## config.mk

```make
export PLATFORM = sky130hd
export DESIGN_NAME = sw_arb2
export DESIGN_NICKNAME = d
export VERILOG_FILES = /design/src/rtl/sw_arb2_pkg.sv /design/src/rtl/sw_arb2_rr_pick2.sv /design/src/rtl/sw_arb2.sv
export SDC_FILE = /design/constraint.sdc
export NUM_CORES = 1
export LEC_CHECK = 0
export ABC_AREA = 1
export ABC_CLOCK_PERIOD_IN_PS = 4650
export BUFFER_PORTS_ARGS = -buffer_cell sky130_fd_sc_hd__buf_4
export CORE_MARGIN = 8
export CORE_UTILIZATION = 30
export CTS_CLUSTER_DIAMETER = 60
export DETAILED_ROUTE_END_ITERATION = 8
export GPL_ROUTABILITY_DRIVEN = 0
export PLACE_DENSITY = 0.68
export SYNTH_ARGS = -nofsm -noshare
export SYNTH_HDL_FRONTEND = slang
export SYNTH_SLANG_ARGS = --single-unit
```

## constraint.sdc

```tcl
create_clock -name clk -period 4.65 [get_ports clk]
set_clock_uncertainty 0.05 [all_clocks]
set_input_delay 0.2325 -clock clk [delete_from_list [all_inputs] [get_ports clk]]
set_output_delay 0.2325 -clock clk [all_outputs]
set_load 0.1 [all_outputs]
```

## src/rtl/sw_arb2_pkg.sv

```systemverilog
// Shared definitions for the two-port switch arbiter: flit layout, type codes,
// select encodings and FSM state encoding.
// Imported by sw_arb2, rr_pick2 and the bench so that no width literal lives elsewhere.
package sw_arb2_pkg;

  // Flit is [DATAW:0]; the top two bits carry the flit type.
  localparam int DATAW = 33;
  // Select bus is [PORT:0], one bit per input port.
  localparam int PORT  = 1;

  localparam logic [1:0] TYPE_NONE = 2'b00;
  localparam logic [1:0] TYPE_HEAD = 2'b01;
  localparam logic [1:0] TYPE_DATA = 2'b10;
  localparam logic [1:0] TYPE_TAIL = 2'b11;

  localparam logic [PORT:0] SEL_NONE = (PORT+1)'(0);
  localparam logic [PORT:0] SEL_P0   = (PORT+1)'(1);
  localparam logic [PORT:0] SEL_P1   = (PORT+1)'(2);

  typedef enum logic [1:0] {
    IDLE  = 2'd0,
    LOCK0 = 2'd1,
    LOCK1 = 2'd2
  } state_t;

  function automatic logic [1:0] flit_type(input logic [DATAW:0] flit);
    return flit[DATAW -: 2];
  endfunction

endpackage

```

## src/rtl/sw_arb2_rr_pick2.sv

```systemverilog
// Two-way round-robin pick: grants the single requester, or on a tie the port
// that was not granted last. Purely combinational (zero latency, no backpressure).
// Ports: req[1:0] requests, last = index of last-granted port, gnt one-hot grant.
module rr_pick2
  import sw_arb2_pkg::*;
(
  input  logic [1:0] req,
  input  logic       last,
  output logic [1:0] gnt
);

  always_comb begin
    gnt = 2'b00;
    if (req == 2'b11) begin
      gnt = last ? 2'b01 : 2'b10;
    end else begin
      gnt = req;
    end
  end

endmodule

```

## src/rtl/sw_arb2.sv

```systemverilog
// Two-port packet-locking switch arbiter driving the select of an external 2:1 flit mux.
// Latency: HEAD seen in cycle N gives sel from N+1; one IDLE bubble between packets.
// Backpressure: ordy=0 stalls transfers but keeps the lock; a silent locked port is
// released after TIMEOUT idle cycles with a one-cycle timeout pulse.
// Ports: clk, rst_ (async active-low); idata_x/ivalid_x input flits; ordy downstream
// ready; sel registered one-hot mux select; igrant_x transfer strobes; timeout pulse.
module sw_arb2
  import sw_arb2_pkg::*;
#(
  parameter int TIMEOUT = 64,
  parameter int RR_INIT = 1
) (
  input  logic           clk,
  input  logic           rst_,
  input  logic [DATAW:0] idata_0,
  input  logic           ivalid_0,
  input  logic [DATAW:0] idata_1,
  input  logic           ivalid_1,
  input  logic           ordy,
  output logic [PORT:0]  sel,
  output logic           igrant_0,
  output logic           igrant_1,
  output logic           timeout
);

  localparam int   CW      = $clog2(TIMEOUT) + 1;
  localparam logic RR_LAST = (RR_INIT != 0);

  state_t         state;
  logic           last;
  logic [CW-1:0]  cnt;
  logic [CW-1:0]  cnt_inc;
  logic [1:0]     req;
  logic [1:0]     pick;
  logic           cur_port;
  logic           cur_vld;
  logic           cur_grant;
  logic           cur_tail;
  logic           expire;
  logic           unused_payload;

  assign igrant_0 = (state == LOCK0) & ivalid_0 & ordy;
  assign igrant_1 = (state == LOCK1) & ivalid_1 & ordy;

  // Only a valid HEAD opens a packet.
  assign req[0] = ivalid_0 & (flit_type(idata_0) == TYPE_HEAD);
  assign req[1] = ivalid_1 & (flit_type(idata_1) == TYPE_HEAD);

  rr_pick2 u_pick (
    .req  (req),
    .last (last),
    .gnt  (pick)
  );

  assign cur_port  = (state == LOCK1);
  assign cur_vld   = cur_port ? ivalid_1 : ivalid_0;
  assign cur_grant = igrant_0 | igrant_1;
  assign cur_tail  = flit_type(cur_port ? idata_1 : idata_0) == TYPE_TAIL;

  // Saturating increment; the counter never wraps back to zero.
  assign cnt_inc = (cnt == {CW{1'b1}}) ? cnt : cnt + 1'b1;

  // Fires in the cycle the idle count reaches TIMEOUT-1, so the registered pulse
  // and the release land TIMEOUT cycles after the last transfer. A valid flit
  // (including a TAIL being transferred) blocks it, so TAIL always wins a tie.
  assign expire = (state != IDLE) && !cur_vld && (cnt_inc >= CW'(TIMEOUT - 1));

  assign unused_payload = ^{idata_0[DATAW-2:0], idata_1[DATAW-2:0]};

  always_ff @(posedge clk or negedge rst_) begin
    if (!rst_) begin
      state   <= IDLE;
      sel     <= SEL_NONE;
      cnt     <= '0;
      timeout <= 1'b0;
      last    <= RR_LAST;
    end else begin
      timeout <= 1'b0;
      case (state)
        IDLE: begin
          cnt <= '0;
          if (pick[0]) begin
            state <= LOCK0;
            sel   <= SEL_P0;
          end else if (pick[1]) begin
            state <= LOCK1;
            sel   <= SEL_P1;
          end
        end
        LOCK0, LOCK1: begin
          if (cur_grant && cur_tail) begin
            state <= IDLE;
            sel   <= SEL_NONE;
            last  <= cur_port;
            cnt   <= '0;
          end else if (expire) begin
            state   <= IDLE;
            sel     <= SEL_NONE;
            last    <= cur_port;
            cnt     <= '0;
            timeout <= 1'b1;
          end else if (cur_grant) begin
            cnt <= '0;
          end else if (!cur_vld) begin
            cnt <= cnt_inc;
          end
        end
        default: begin
          state <= IDLE;
          sel   <= SEL_NONE;
          cnt   <= '0;
        end
      endcase
    end
  end

endmodule
```

==> reports/qor.yml <==
grt_overflow: 0
power_density_nw_per_um2: 534
die_h_microns: 69.6
cp_max_fo: 8
fin_crit_sh: 0.413
maxCapViolations: 0
drc: 0
core_area_sq_um: 2730
num_rows: 19
dieArea_sq_um: 4840
cts_tree: "built"
fin_crit_ns: 1.92
ir_drop_v: 0.000442
r2r_start: "state[0]"
tns_ns: 0
synth_edf_count: 0
syn_area_sq_um: 861
start_util: 0.315
synth_largest_area_cell: "dfrtp_1"
status: "finished clean"
cp.buffers_inverters: 2
crit_family: "simple AND/OR/NAND/NOR gates"
hold_viol_final: 0
grt_max_degree: 12
fp.dieW_microns: 69.6
clock_latency_ns: 0.27
cts_sinks: 11
cpPeakStageDelay_ns: 0.42
diodes: 0
hold_class: "in -> async"
rr_endpoint: "cnt[0]"
nets: 215
ctsResizeCount: 0
critPathCapture: "cnt[0]"
final_core_util: 0.378
path_depth: 9
worst_pin_slew_ns: 0.285
wire_per_inst_microns: 11.1
total_power_uw: 552
drtAntennaViolNets: 0
ys_ff_latch: 11
yosys-top-cells-count: "nand2_1 (37), inv_1 (14), nand3_1 (11), dfrtp_1 (10), nor2_1 (10)"
startpoint: "state[0]"
antenna_found_initial: 0
cts_htree_levels: 1
setup_viol: 0
slowest_stage: "dfrtp_1"
syn_nets: 196
yosysSeqAreaShare: 0.321
rrSetupSlack_ns: 2.73
synth_ff_type: "dfrtp_1"
slew_viol_final: 0
synth-async-reset-ratio: 1.00
arrival_ns: 2.07
hpwl_mm: 1.53
end_kind: "flop"
vias_per_cell: 4.77
path_cells: "inv_1 -> ha_1 -> nand2_1 -> a21oi_2 -> nand2_2 -> nand2_2 -> inv_2 -> or2_2 -> a21oi_2"
track_usage: 0.0787
yosysMostFrequentCell: "nand2_1"
ctsRootBufferMaster: "clkbuf_4"
grt_pass1_vias: 810
drive_above_1_share: 0.307
grt_pass1_wl_mm: 3.22
worstPathRequired_ns: 4.80
drt_first_pass_iters: 5
synthCells: 119
cts_buffer_depth: 2
synth_top_area_frac: 0.291
netlist_top_cells_area: "dfrtp_1 (29%), nand2_1 (16%), a21oi_2 (7.1%), nand3_1 (6.4%), inv_1 (6.1%)"
drt-initial-drc-count: 28
vias: 802
p_leak_uw: 0.000537
ys_warn_count: 0
drt_wl_total_mm: 1.87
cts_buffers: 3
port_buffers: 13
slew_headroom: 0.812
io_pins: 78
ff2ff_path_depth: 9
worstSetupPathType: "reg -> reg"
cts.clk_slew.worst_paths_ns: 0.07
fmax_mhz: 521
cp-start-kind: "flop"
hold_ws_ns: 0.284
rsz0062_at_grt: "no"
yosysUniqueCellTypes: 22
area_growth_pct: 20.1
avgSynthCellArea_sq_um: 7.23
-- repair_timing --
| action | in CTS | in global routing |
|---|---|---|
| hold endpoints to repair | 11 | 0 |
| hold buffers | 1 | 0 |
| endpoints found under the setup margin | 0 | 0 |
| setup buffers | 0 | 0 |
-- flip-flops by register name (all words and copies together), names as in the netlist --
name     flops
cnt          7
last         1
state        2
timeout      1
-- cell usage in the layout, fill, tap and decap left out, drive strengths merged --
cell type / count
nand2: 46
inv: 16
buf: 13
nand3: 12
nor2: 12
dfrtp: 10
a21oi: 9
ha: 4
clkbuf: 4
o21bai: 2
or2: 2
o21ai: 2
nand3b: 2
xor2: 1
dlygate4sd3: 1
dfstp: 1
-- layout make-up --
cell class	count	area [sq um]
Tap cell	31	38.8
Inverter	16	60.1
Multi-Input combinational cell	92	524
Sequential cell	11	277
Clock buffer	4	26.3
Timing Repair Buffer	14	108
Fill cell	300	1700
-- report_power, final --
group / leakage (uW) / switching (uW) / internal (uW)
Clock: 0.0000150 / 31.7 / 33.2
Sequential: 0.000147 / 20.3 / 119
Combinational: 0.000375 / 246 / 101
Total: 0.000537 / 298 / 253
-- worst min-delay path by stage --
stage | startpoint | end | slack [ns] | cells past startpoint
floorplan | rst_ | cnt[0] | -0.11 | 0
global placement | rst_ | cnt[2] | 0.03 | 1
detailed placement | rst_ | cnt[0] | 0.03 | 1
CTS | rst_ | cnt[6] | 0.28 | 2
global route | rst_ | cnt[6] | 0.28 | 2
finish | rst_ | cnt[0] | 0.28 | 2
-- logic make-up (layout without fill, tap and decap cells) --
| kind of cell | Yosys count | after routing | synth area share |
|---|---|---|---|
| compound gates | 13 | 13 | 0.116 |
| xor+xnor | 1 | 1 | 0.0102 |
| fa+ha+maj | 4 | 4 | 0.0581 |
| buf+inv | 16 | 34 | 0.0698 |
| flops | 11 | 11 | 0.321 |
| simple gates | 74 | 74 | 0.424 |
-- stage by stage --
step / worst slack (ns) / std cells / cell area (sq um)
final: 2.73 / 168 / 1030
after global routing: 2.52 / 168 / 1030
after CTS: 2.72 / 168 / 1030
after detailed placement: 2.74 / 163 / 997
after global placement: 2.80 / 163 / 997
after floorplan: 1.75 / 119 / 861
-- routing by layer --
layer / share of wire / routed length, microns / track usage / vias to the layer above
li1: - / - / - / 408
met1: 0.45 / 843 / 0.0839 / 365
met2: 0.48 / 891 / 0.131 / 23
met3: 0.052 / 98 / 0.0272 / 6
met4: 0.020 / 38 / 0.0456 / 0
met5: 0 / 0 / 0 / -
(Power assumes the default switching activity.)
